$ cat src/rtl/pkt_rx_endpoint.sv
// Receive endpoint for the DEST/LEN/payload/CSUM byte stream: buffers one payload,
// validates it, and holds it for an indexed reader until acknowledged.
module pkt_rx_endpoint #(
    parameter logic [7:0] MY_ADDR = 8'h01,
    parameter int         MAX_LEN = 16,
    parameter int         AW      = 4
) (
    input  logic          clk,
    input  logic          reset,
    input  logic          in_valid,
    input  logic [7:0]    in_data,
    output logic          in_ready,
    output logic          pkt_valid,
    output logic [1:0]    pkt_err,
    output logic [7:0]    pkt_len,
    input  logic [AW-1:0] rd_addr,
    output logic [7:0]    rd_data,
    input  logic          pkt_ack,
    output logic [15:0]   pkt_cnt
);

    localparam logic [2:0] S_IDLE  = 3'd0;
    localparam logic [2:0] S_LEN   = 3'd1;
    localparam logic [2:0] S_PAY   = 3'd2;
    localparam logic [2:0] S_DRAIN = 3'd3;
    localparam logic [2:0] S_CSUM  = 3'd4;
    localparam logic [2:0] S_HOLD  = 3'd5;

    localparam logic [7:0] MAX_LEN_B = 8'(MAX_LEN);

    logic [2:0]  state;
    logic [2:0]  state_nxt;
    logic        rdy;
    logic [1:0]  err;
    logic [7:0]  len;
    logic [15:0] cnt_ok;
    logic [7:0]  dest;
    logic [7:0]  xacc;
    logic [7:0]  cnt;
    logic [7:0]  mem [2**AW];
    logic        xfer;
    logic        len_bad;
    logic [1:0]  csum_stat;

    function automatic logic [15:0] sat_inc(input logic [15:0] v);
        return (v == 16'hFFFF) ? v : v + 16'd1;
    endfunction

    // Checksum mismatch outranks a wrong destination.
    function automatic logic [1:0] frame_status(input logic [7:0] csum_byte,
                                                input logic [7:0] acc,
                                                input logic [7:0] d);
        if (csum_byte != acc) return 2'd1;
        if (d != MY_ADDR)     return 2'd3;
        return 2'd0;
    endfunction

    assign xfer      = in_valid && rdy;
    assign len_bad   = (in_data == 8'd0) || (in_data > MAX_LEN_B);
    assign csum_stat = frame_status(in_data, xacc, dest);

    always_comb begin
        state_nxt = state;
        case (state)
            S_IDLE:  if (xfer) state_nxt = S_LEN;
            S_LEN:   if (xfer) state_nxt = len_bad ? S_DRAIN : S_PAY;
            S_PAY:   if (xfer && (cnt == len - 8'd1)) state_nxt = S_CSUM;
            S_DRAIN: if (xfer && (cnt == 8'd0)) state_nxt = S_HOLD;
            S_CSUM:  if (xfer) state_nxt = S_HOLD;
            S_HOLD:  if (pkt_ack) state_nxt = S_IDLE;
            default: state_nxt = S_IDLE;
        endcase
    end

    // in_ready is registered from the next state so HOLD already blocks the edge it is entered on.
    always_ff @(posedge clk or posedge reset) begin
        if (reset) begin
            state  <= S_IDLE;
            rdy    <= 1'b0;
            err    <= 2'd0;
            len    <= 8'd0;
            cnt_ok <= 16'd0;
        end else begin
            state <= state_nxt;
            rdy   <= (state_nxt != S_HOLD);
            if (xfer) begin
                case (state)
                    S_IDLE: err <= 2'd0;
                    S_LEN: begin
                        len <= in_data;
                        if (len_bad) err <= 2'd2;
                    end
                    S_CSUM: begin
                        err <= csum_stat;
                        if (csum_stat == 2'd0) cnt_ok <= sat_inc(cnt_ok);
                    end
                    default: ;
                endcase
            end
        end
    end

    // cnt is the write index in PAY and the remaining-bytes count in DRAIN.
    always_ff @(posedge clk) begin
        if (xfer) begin
            case (state)
                S_IDLE: begin
                    dest <= in_data;
                    xacc <= in_data;
                end
                S_LEN: begin
                    xacc <= xacc ^ in_data;
                    cnt  <= len_bad ? in_data : 8'd0;
                end
                S_PAY: begin
                    mem[cnt[AW-1:0]] <= in_data;
                    xacc             <= xacc ^ in_data;
                    cnt              <= cnt + 8'd1;
                end
                S_DRAIN: cnt <= cnt - 8'd1;
                default: ;
            endcase
        end
    end

    assign in_ready  = rdy;
    assign pkt_valid = (state == S_HOLD);
    assign pkt_err   = err;
    assign pkt_len   = len;
    assign pkt_cnt   = cnt_ok;
    assign rd_data   = mem[rd_addr];

endmodule

$ cat config.mk
export PLATFORM = sky130hd
export DESIGN_NAME = pkt_rx_endpoint
export DESIGN_NICKNAME = d
export VERILOG_FILES = /design/src/rtl/pkt_rx_endpoint.sv
export SDC_FILE = /design/constraint.sdc
export NUM_CORES = 1
export LEC_CHECK = 0
export ABC_AREA = 1
export BUFFER_PORTS_ARGS = -buffer_cell sky130_fd_sc_hd__buf_2
export CAP_MARGIN = 10
export CORE_MARGIN = 2
export CORE_UTILIZATION = 40
export CTS_BUF_LIST = sky130_fd_sc_hd__clkbuf_4 sky130_fd_sc_hd__clkbuf_8 sky130_fd_sc_hd__clkbuf_16
export DETAILED_ROUTE_END_ITERATION = 7
export GPL_TIMING_DRIVEN = 1
export SYNTH_ARGS = -nofsm -noshare
export SYNTH_HDL_FRONTEND = slang
export SYNTH_SLANG_ARGS = --single-unit
export TNS_END_PERCENT = 1
$ cat constraint.sdc
create_clock -name clk -period 2.7 [get_ports clk]
set_input_delay 0 -clock clk [delete_from_list [all_inputs] [get_ports clk]]
set_output_delay 0 -clock clk [all_outputs]
set_load 0.01 [all_outputs]
After elaboration in Yosys (flattened, before gate mapping) --
Memory sizes are Yosys's and may differ from the RTL's. Cells that the tools add are included.
Word-level totals: register bits after elaboration 54, RAM bits 128, bits of input ports 16, output and inout bits 36, word-level logic and storage cells 68, memories kept 1
Memory list:
- mem | depth 16, width 8, read ports 1, clocked after memory_dff 0, wr ports 1, RTL line 40 | logic [7:0] mem [2**AW];
Operators by class: add/subtract/negate cells 4, $lt $le $gt $ge 1, equal/unequal tests 11, multiplexer cells 23, bitwise logic cells 2, reductions and logical operators 18
Operator list (number):
- 8-bit one-hot mux with 3 select lines | 1
- 3-bit two-way mux | 6
- 3-bit one-hot mux with 6 select lines | 1
- 16-bit by 1-bit adder with 16-bit output, second input constant | 1
- 16-bit == test, second input constant | 1
- 8-bit zero test | 2
- 8-bit one-hot mux with 2 select lines | 1
- 8-bit by 1-bit subtractor with 8-bit output, second input constant | 2
- 2-bit two-way mux | 5
- 8-bit by 1-bit adder with 8-bit output, second input constant | 1
- 8-bit == test | 1
- 8-bit by 5-bit greater-than comparator with 1-bit output, second input constant | 1
- 8-bit two-way mux | 1
- 8-bit by 1-bit != test with 1-bit output, second input constant | 1
- 8-bit != test | 1
- 2-bit AND reduction | 4
- 8-bit bitwise XOR | 1
- 1-bit two-way mux | 7
- 3-bit by 2-bit == test with 1-bit output, second input constant | 2
- 3-bit == test, second input constant | 2
- 2-bit one-hot mux with 3 select lines | 1
- 3-bit nonzero test | 2
- 4-bit AND reduction | 1
- 3-bit by 1-bit == test with 1-bit output, second input constant | 1
- 10 further kinds | 12

Longest topological paths before layout --
Gate-level depths: netlist of run 1.
depth in word-level cells 7, gate-level depth with buffers 17, mapped depth without buffers 17

Worst setup path after synthesis of run 1 --
Ideal clock, no wire load.
path type register to register, from reg state[2], to reg cnt[6], data pin, library setup time 0.253 ns, arrival 2.045 ns, required time 2.447 ns, setup slack 0.402 ns, cell stages (with the launch flop) 18, buffers on the path 0, period minus slack after synthesis 2.298 ns, path through dfrtp_1 > inv_2 > nand2_1 > nor2_1 > inv_1 > fa_1 > inv_1 > nand2_1 > nand2_1 > nand2_1 > nand2_1 > nand2_1 > nand2_1 > nand2_1 > nand2_1 > nand2_1 > nand3_1 > nand2_1
Between the ends: word-level cells in the longest chain between the ends 2, elaborated cells between the ends (all ways) 4, classes of those cells eq/ne: 3; mux: 1
RTL lines:
- start, declared | RTL line 31 | logic [2:0] state;
- start signal, assigned | RTL line 84 | state <= state_nxt;
- 3-bit by 2-bit == test with 1-bit output or 3-bit by 1-bit == test with 1-bit output (tied branches) | RTL line 106 | case (state)
- 8-bit one-hot mux with 3 select lines (*) | RTL line 106
- end signal, assigned | RTL line 113 | cnt <= len_bad ? in_data : 8'd0;
- end signal, assigned | RTL line 118 | cnt <= cnt + 8'd1;
- end signal, assigned | RTL line 120 | S_DRAIN: cnt <= cnt - 8'd1;
- end, declared | RTL line 39 | logic [7:0] cnt;
Mark *: on every way between the ends. The rest lies on a longest branch, timed or not. A chain may end at the register's enable or synchronous reset.

Final worst setup path of run 1 --
from reg state[2], to reg cnt[5], data pin
The elaborated chain is that of the path after synthesis.

==> results of run 1 <==
sequential cells by signal, indices dropped and copies added (netlist names):
name      cells
in_ready      1
dest          8
mem         128
pkt_len       8
xacc          8
pkt_err       2
cnt           8
pkt_cnt      16
state         3
timing repair:
item                      4_1_cts  5_1_grt
hold buffers                    7        0
setup buffers                   0        0
hold endpoints to repair       55        0
layer usage:
| layer | vias up | global-route usage, % | part of all wire (%) |
|---|---|---|---|
| li1 | 2934 | - | - |
| met3 | 12 | 4.152 | 5.7 |
| met4 | 0 | 3.868 | 1.0 |
| met1 | 2821 | 26.31 | 49 |
| met2 | 163 | 28.70 | 45 |
| met5 | - | 0 | 0 |
power breakdown:
group / switching [µW] / total [µW] / internal (µW)
registers: 259 / 3680 / 3420
logic: 1380 / 2190 / 809
clock network: 1070 / 2250 / 1180
total: 2710 / 8130 / 5410
layout make-up:
class / count / share of cell area (%)
flip-flops and latches: 182 / 53.78
multi-input cells: 503 / 28.08
repair buffers: 95 / 6.127
clock buffers: 17 / 4.304
well taps: 275 / 3.481
inverters: 83 / 3.152
clock inverters: 14 / 1.076
cell families after synthesis:
family | count (synthesis) | synth area share, %
flops | 182 | 62.21
compound gates | 137 | 9.007
fa+ha+maj | 9 | 1.406
mux | 33 | 3.881
xor+xnor | 28 | 2.871
simple gates | 296 | 15.32
buf+inv | 111 | 5.302
final timing paths:
path | depth (start not counted) | endpoint | slack, ns
max | 14 | cnt[5] | 0.46
min | 1 | mem[13][7] | 0.06
max reg2reg | 14 | cnt[5] | 0.46
min reg2reg | 2 | pkt_err[0] | 0.49
max in group asynchronous | 4 | pkt_cnt[5] | 2.19
min in group asynchronous | 4 | pkt_len[7] | 0.21
cells in the final DEF (no fill, tap or decap), types with 4 or more instances in the layout:
cell and count:
a21oi_1 41, buf_2 50, buf_4 38, clkbuf_16 17
clkinv_1 4, clkinv_4 4, dfrtp_1 30, dlygate4sd3_1 7
edfxtp_1 152, ha_1 8, inv_1 70, inv_2 11
mux2i_1 32, nand2_1 136, nand3_1 58, nand4_1 6
nor2_1 68, nor2_2 5, nor3_1 8, o211ai_1 32
o21ai_0 44, o21ai_1 18, xnor2_1 19, xor2_1 9
through the flow:
step	cell area [µm²]	total power [µW]	instances	setup WS (ns)
floorplan	8543	5255	796	0.4020
global placement	9281	5888	1131	0.5061
detailed placement	9281	5917	1131	0.4859
CTS	9883	8180	1169	0.4684
global route	9883	8639	1169	0.2253
finish	9883	8128	1169	0.4636
==> run_results.csv, run 1 <==
group,metric,value,unit
setup_path,cp-startpoint,"state[2]",
synth,yosysSeqAreaShare,62.21,%
placement,port_buffers,51,
synth,yosys.area.top_type,"edfxtp_1",
final_layout,regArea,5315,µm²
sta,period_needed,2.236,ns
setup_path,setup.worst_path.start_class,"flip-flop",
sta,rsz0062_at_grt,"false",
sta,fin_crit_sh,82.83,%
setup_path,max_stage_delay,0.41,ns
floorplanning,die_w,150.1,µm
synth,ys_ff_latch,182,
global_routing,grt.overflow.total,0,
synth,ys.flop_type,"edfxtp_1",
synth,ys_top_cells_by_area,"edfxtp_1 53%, dfrtp_1 8.8%, nand2_1 6.0%, mux2i_1 3.7%, nand3_1 3.4%",
setup_path,crit_arrival,2.42,ns
clock_network,htreeDepth,4,
job,max-cap-violations,0,
setup_path,r2r_start,"state[2]",
clock_network,clk_pin_slew_worst_paths,0.07,ns
placement,gp_congestion,0.8834,
final_layout,final_util,47.02,%
drt,ant_nets,0,
floorplanning,fp.coreArea,21020,µm²
global_routing,antenna_found_initial,0,
drt,wl,19750,µm
synth,syn_avg_cell_area,10.73,µm²
global_routing,track_usage,18.34,%
synth,synth.most_common_cell,"edfxtp_1",
synth,yosys_warnings,0,
setup_path,crit_path_top_delay_cell,"dfrtp_1",
sta,holdWs,0.06303,ns
floorplanning,num_io_pins,52,
drt,drc,0,
sta,finClkSkew,0.01029,ns
clock_network,root_buffer,"clkbuf_16",
floorplanning,rows,53,
setup_path,path_common_cell,"nand2_1",
clock_network,cts_buffers,17,
drt,drt_first_pass_iters,5,
final_layout,drive_above_1_share,15.77,%
placement,place_hpwl,13510,µm
drt,first_iter_violations,426,
global_routing,first_global_vias,5627,
setup_path,path_class,"reg -> reg",
sta,setup_viol,0,
synth,synth_top_area_share,53.43,%
synth,synth-async-reset-ratio,16.48,%
setup_path,crit_buf_inv,2,
final_layout,final_nets,907,
synth,synth_common_cells,"152 x edfxtp_1, 136 x nand2_1, 70 x inv_1",
setup_path,critPathTopFamily,"simple AND/OR/NAND/NOR gates",
synth,synthesis.instances,796,
power,leakagePower,0.004012,µW
hold_path,worstHoldPathType,"in -> reg",
drt,viasPerCell,5.073,
clock_network,cts_sinks,182,
synth,ys_types,37,
power,power_density,822.4,nW/µm²
final_layout,fill_cells,1927,
sta,tns,0,ns
sta,hold_viol_final,0,
setup_path,required,2.88,ns
final_layout,n_antenna_cell,0,
drt,wl_per_cell,16.90,µm
drt,num_vias,5930,
setup_path,path_cells,"inv_2 -> nand2_1 -> nor2_1 -> buf_4 -> ha_1 -> nand3_1 -> nand3_1 -> nand2_1 -> nand2_1 -> nand2_1 -> nand2_1 -> or2_1 -> nand3_1 -> nand2_1",
setup_path,worstSetupEndpointType,"flip-flop",
floorplanning,start_util,40.64,%
hold_path,min_from,"in_data[7]",
clock_network,clk_path_buf_depth,2,
sta,slew_headroom,56.07,%
synth,synth_edf_count,152,
clock_network,tritoncts,"done",
sta,tightest_slew,0.6582,ns
sta,fmax,447.1,MHz
sta,report.final.slew_viol_count,0,
synth,syn_nets,821,
final_layout,multi_input_area,2775,µm²
global_routing,grt_pass1_wl,31020,µm
status,run_status,"finished clean",
floorplanning,die_area,22540,µm²
final_layout,syn2layout_area_growth,15.69,%
clock_network,clk_latency,0.42,ns
power,ir_drop,0.6674,mV
floorplanning,die_h,150.1,µm
global_routing,grt_max_degree,46,
setup_path,crit_fanout,6,
synth,synth_area,8543,µm²
clock_network,cts_resized,0,
Power figures use the tool's default switching activity.
==> inputs of run 2 (changes only) <==
clock period = 2.2 ns   (was 2.7 ns; I/O delays follow)
==> run_results.csv, run 2 (synthesized netlist as in run 1, its figures left out) <==
group,metric,value,unit
floorplanning,die_h,150.1,µm
global_routing,grt.overflow.total,0,
power,ir_drop,0.7134,mV
sta,fmax,476.4,MHz
drt,drt_first_pass_iters,5,
setup_path,r2r_slack,0.10,ns
floorplanning,rows,53,
sta,setup_viol,0,
sta,period_needed,2.099,ns
setup_path,setup.worst_path.start_class,"flip-flop",
clock_network,htreeDepth,4,
setup_path,cp-startpoint,"state[2]",
power,leakagePower,0.004113,µW
floorplanning,die_w,150.1,µm
placement,gp_congestion,0.9051,
floorplanning,num_io_pins,52,
setup_path,ff2ff_path_depth,14,
final_layout,n_antenna_cell,0,
drt,first_iter_violations,429,
floorplanning,die_area,22540,µm²
floorplanning,fp.coreArea,21020,µm²
clock_network,cts_buffers,17,
drt,ant_nets,0,
drt,num_vias,5990,
final_layout,syn2layout_area_growth,17.85,%
status,run_status,"finished clean",
drt,viasPerCell,5.055,
final_layout,final_nets,923,
sta,finClkSkew,0.009742,ns
clock_network,root_buffer,"clkbuf_16",
final_layout,multi_input_area,2800,µm²
placement,place_hpwl,14230,µm
hold_path,worstHoldPathType,"in -> reg",
drt,wl,20740,µm
sta,report.final.slew_viol_count,0,
final_layout,final_area,10070,µm²
setup_path,r2r_start,"state[2]",
setup_path,worstReg2RegEnd,"cnt[5]",
final_layout,regArea,5315,µm²
job,max-cap-violations,0,
global_routing,track_usage,19.23,%
final_layout,final_util,47.90,%
drt,drc,0,
final_layout,finalNonFillerCells,1185,
global_routing,first_global_vias,5726,
placement,place_area,9366,µm²
sta,slew_headroom,49.12,%
final_layout,drive_above_1_share,18.35,%
hold_path,worstHoldPathCells,2,
clock_network,tritoncts,"done",
final_layout,largest_reg_flops,128,
hold_path,min_from,"in_data[3]",
setup_path,required,2.39,ns
global_routing,grt_max_degree,68,
final_layout,layout_commonest_cell,"edfxtp_1",
power,power_density,1035,nW/µm²
setup_path,path_class,"reg -> reg",
sta,hold_viol_final,0,
global_routing,antenna_found_initial,0,
sta,tightest_slew,0.7632,ns
clock_network,clk_path_buf_depth,2,
hold_path,holdPathEnd,"mem[9][3]",
clock_network,clk_latency,0.42,ns
global_routing,grt_pass1_wl,32440,µm
sta,fin_crit_sh,95.41,%
clock_network,clk_pin_slew_worst_paths,0.07,ns
final_layout,fill_cells,1931,
setup_path,crit_fanout,7,
clock_network,cts_sinks,182,
setup_path,worstSetupEndpointType,"flip-flop",
floorplanning,start_util,40.64,%
final_layout,final_cell_mix,"152 x edfxtp_1, 134 x nand2_1, 68 x inv_1",
drt,wl_per_cell,17.50,µm
setup_path,crit_arrival,2.29,ns
placement,port_buffers,51,
placement,dp_cells,1142,
## run 2: changes by cell type in the layout (fill, tap and decap cells not counted), sizes merged
cell         previous run  this run
clkbuf                 17        18
clkinv                 11         5
dlygate4sd3             7         5
inv                    84        88
bufinv                  0         1
buf                    88       106
## run 2: repair_timing
item / 4_1_cts / 5_1_grt
gates resized for setup: 0 / 9
hold buffers: 5 / 0
endpoints found under the setup margin: 0 / 98
endpoints found under the hold margin: 42 / 0
buffers inserted: 0 / 7
## run 2: area by class of cell
type / instances / area share [%]
sequential: 182 / 52.79
multi-input combinational: 503 / 27.81
timing repair buffer: 111 / 7.195
clock buffer: 18 / 4.300
tap: 275 / 3.417
inverter: 83 / 3.094
clock inverter: 13 / 1.392
## run 2: how the worst max path moves through the flow
stage / end / slack [ns] / cells after the start
global placement: cnt[5] / 0.12 / 14
global route: cnt[5] / -0.03 / 14
floorplan: cnt[6] / 0.04 / 17
finish: cnt[5] / 0.10 / 14
detailed placement: cnt[5] / 0.06 / 14
CTS: cnt[5] / 0.07 / 14
## run 2: metal layers
| layer | global-route usage, % | wire length (µm) | share of wire, % | vias to the layer above |
|---|---|---|---|---|
| li1 | - | - | - | 2961 |
| met1 | 28.00 | 9959 | 48 | 2847 |
| met2 | 30.18 | 9515 | 46 | 160 |
| met3 | 3.758 | 1075 | 5.2 | 22 |
| met4 | 3.915 | 190 | 0.92 | 0 |
| met5 | 0 | 0 | 0 | - |
## run 2: metrics by stage
step / setup WS, ns / hold slack [ns] / TNS, ns / total power, µW
6_report: 0.1010 / 0.06707 / 0 / 10420
5_1_grt: -0.02820 / 0.05555 / -0.2923 / 11100
4_1_cts: 0.06715 / 0.04566 / 0 / 10330
3_5_place_dp: 0.05945 / 0.1052 / 0 / 7350
3_3_place_gp: 0.1196 / 0.1031 / 0 / 7310
2_1_floorplan: 0.04327 / 0.09081 / 0 / 6455
## run 2: report_power, final
part / total, µW / internal [µW] / switching [µW]
Combinational: 2980 / 1130 / 1850
Clock: 2980 / 1610 / 1370
Sequential: 4470 / 4200 / 272
Total: 10400 / 6930 / 3490
## run 2: worst max-delay path, stage by stage (launching register included)
cell and delay, ns:
dfrtp_1 0.39, inv_2 0.09, nand2_2 0.08, nor2_4 0.13
buf_6 0.14, ha_1 0.26, nand3_1 0.12, nand3_2 0.09
nand2_1 0.09, nand2_1 0.05, nand2_1 0.05, nand2_1 0.06
or2_1 0.20, nand3_1 0.07, nand2_1 0.05
==> inputs of run 3 (changes only) <==
ABC_CLOCK_PERIOD_IN_PS = 2650   (was not set)
clock period = 2.65 ns   (was 2.2 ns; I/O delays follow)
==> run_results.csv, run 3 (synthesized netlist as in run 1, its figures left out) <==
group,metric,value,unit
status,run_status,"finished clean",
clock_network,cts_resized,0,
sta,finClkSkew,0.01103,ns
setup_path,max_stage_delay,0.41,ns
drt,wl_per_cell,17.05,µm
setup_path,worstSetupEndpointType,"flip-flop",
sta,slew_headroom,57.51,%
drt,ant_nets,0,
global_routing,antenna_found_initial,0,
sta,hold_viol_final,0,
power,leakagePower,0.004050,µW
drt,drt_first_pass_iters,5,
final_layout,syn2layout_area_growth,16.42,%
sta,fmax,458.8,MHz
setup_path,r2r_start,"state[2]",
setup_path,worstReg2RegEnd,"mem[6][6]",
final_layout,fill_cells,1920,
setup_path,r2r_slack,0.47,ns
final_layout,largest_reg_flops,128,
drt,wl,19990,µm
clock_network,clk_path_buf_depth,2,
power,power_density,846.7,nW/µm²
sta,rsz0062_at_grt,"false",
drt,viasPerCell,5.089,
final_layout,final_cell_mix,"152 x edfxtp_1, 136 x nand2_1, 70 x inv_1",
hold_path,worstHoldPathType,"in -> async",
floorplanning,die_h,150.1,µm
placement,gp_congestion,0.8988,
drt,first_iter_violations,400,
placement,port_buffers,51,
global_routing,grt_max_degree,44,
clock_network,cts_buffers,17,
global_routing,grt_pass1_wl,31320,µm
placement,pre_cts_ws,0.5073,ns
clock_network,htreeDepth,4,
sta,report.final.slew_viol_count,0,
floorplanning,start_util,40.64,%
floorplanning,die_area,22540,µm²
setup_path,ff2ff_path_depth,9,
setup_path,crit_path_top_delay_cell,"dfrtp_1",
clock_network,root_buffer,"clkbuf_16",
setup_path,crit_arrival,2.30,ns
global_routing,first_global_vias,5554,
final_layout,final_nets,909,
setup_path,setup.worst_path.start_class,"flip-flop",
global_routing,grt.overflow.total,0,
clock_network,cts_sinks,182,
job,max-cap-violations,0,
sta,tns,0,ns
clock_network,clk_latency,0.42,ns
drt,num_vias,5964,
floorplanning,fp.coreArea,21020,µm²
placement,place_hpwl,13650,µm
floorplanning,die_w,150.1,µm
setup_path,required,2.77,ns
power,ir_drop,0.5899,mV
sta,worst_slack,0.4703,ns
sta,fin_crit_sh,82.25,%
final_layout,final_util,47.31,%
sta,setup_viol,0,
clock_network,cts_setup_buffers,0,
setup_path,path_cells,"inv_2 -> nand2_1 -> buf_4 -> nor2_1 -> inv_2 -> nor2_2 -> nand3_1 -> nor2_1 -> buf_4",
setup_path,crit_fanout,11,
clock_network,clk_pin_slew_worst_paths,0.06,ns
global_routing,track_usage,18.51,%
final_layout,drive_above_1_share,15.94,%
drt,drc,0,
floorplanning,num_io_pins,52,
final_layout,n_antenna_cell,0,
clock_network,tritoncts,"done",
sta,tightest_slew,0.6367,ns
final_layout,layout_commonest_cell,"edfxtp_1",
sta,period_needed,2.180,ns
setup_path,path_class,"reg -> reg",
floorplanning,rows,53,
==> run 3: cell types whose count changed in the layout (fill, tap and decap cells not counted), moves of 2 or more <==
cell | before | now
buf_4 | 55 | 36
clkinv_2 | 0 | 5
dlygate4sd3_1 | 5 | 10
clkinvlp_4 | 2 | 0
inv_1 | 68 | 70
inv_2 | 13 | 11
nand2_1 | 134 | 136
nand2_2 | 4 | 2
nor2_4 | 3 | 1
==> run 3: worst max-delay path by stage <==
| stage | endpoint | start |
|---|---|---|
| floorplan | cnt[6] | state[2] |
| global placement | cnt[5] | state[2] |
| detailed placement | cnt[5] | state[2] |
| CTS | cnt[5] | state[2] |
| global route | cnt[5] | state[2] |
| finish | mem[6][6] | state[2] |
==> run 3: cell type report <==
cell class	instances	area [µm²]	area share, %
Clock inverter	13	118.9	1.195
Clock buffer	19	440.4	4.428
Sequential cell	182	5315	53.44
Timing Repair Buffer	97	640.6	6.441
Tap cell	275	344.1	3.460
Inverter	83	311.5	3.132
Multi-Input combinational cell	503	2775	27.90
==> run 3: per-layer routing <==
metal	up-vias	global-route usage, %	part of all wire [%]	wire, µm
met1	2862	26.95	49	9701
li1	2944	-	-	-
met4	0	5.189	1.2	246
met2	140	28.49	46	9250
met3	18	3.424	4.0	790
met5	-	0	0	0
==> run 3: metrics by stage <==
stage                     cells  instance area [µm²]  total power (µW)  hold WS (ns)
after floorplan             796                 8543              5354       0.09081
after detailed placement   1130                 9286              6036        0.1076
after global routing       1172                 9946              8938        0.2282
after CTS                  1172                 9946              8454        0.2050
after global placement     1130                 9286              6009        0.1010
final                      1172                 9946              8421        0.1983
==> run 3: what timing repair did <==
| item | 4_1_cts | 5_1_grt |
|---|---|---|
| hold buffers | 10 | 0 |
| hold endpoints to repair | 61 | 0 |
| setup endpoints to repair | 0 | 0 |
==> run 3: power breakdown <==
part	internal, µW	switching, µW	total (µW)
registers	3490	264	3750
logic	830	1430	2260
clock network	1330	1080	2410
==> run 3: critical path: cells and delay by family, from the launching register on <==
family | cells | cell delay (ns)
DFF | 1 | 0.41
and+or+nand+nor | 5 | 0.94
buffers and inverters | 4 | 0.53
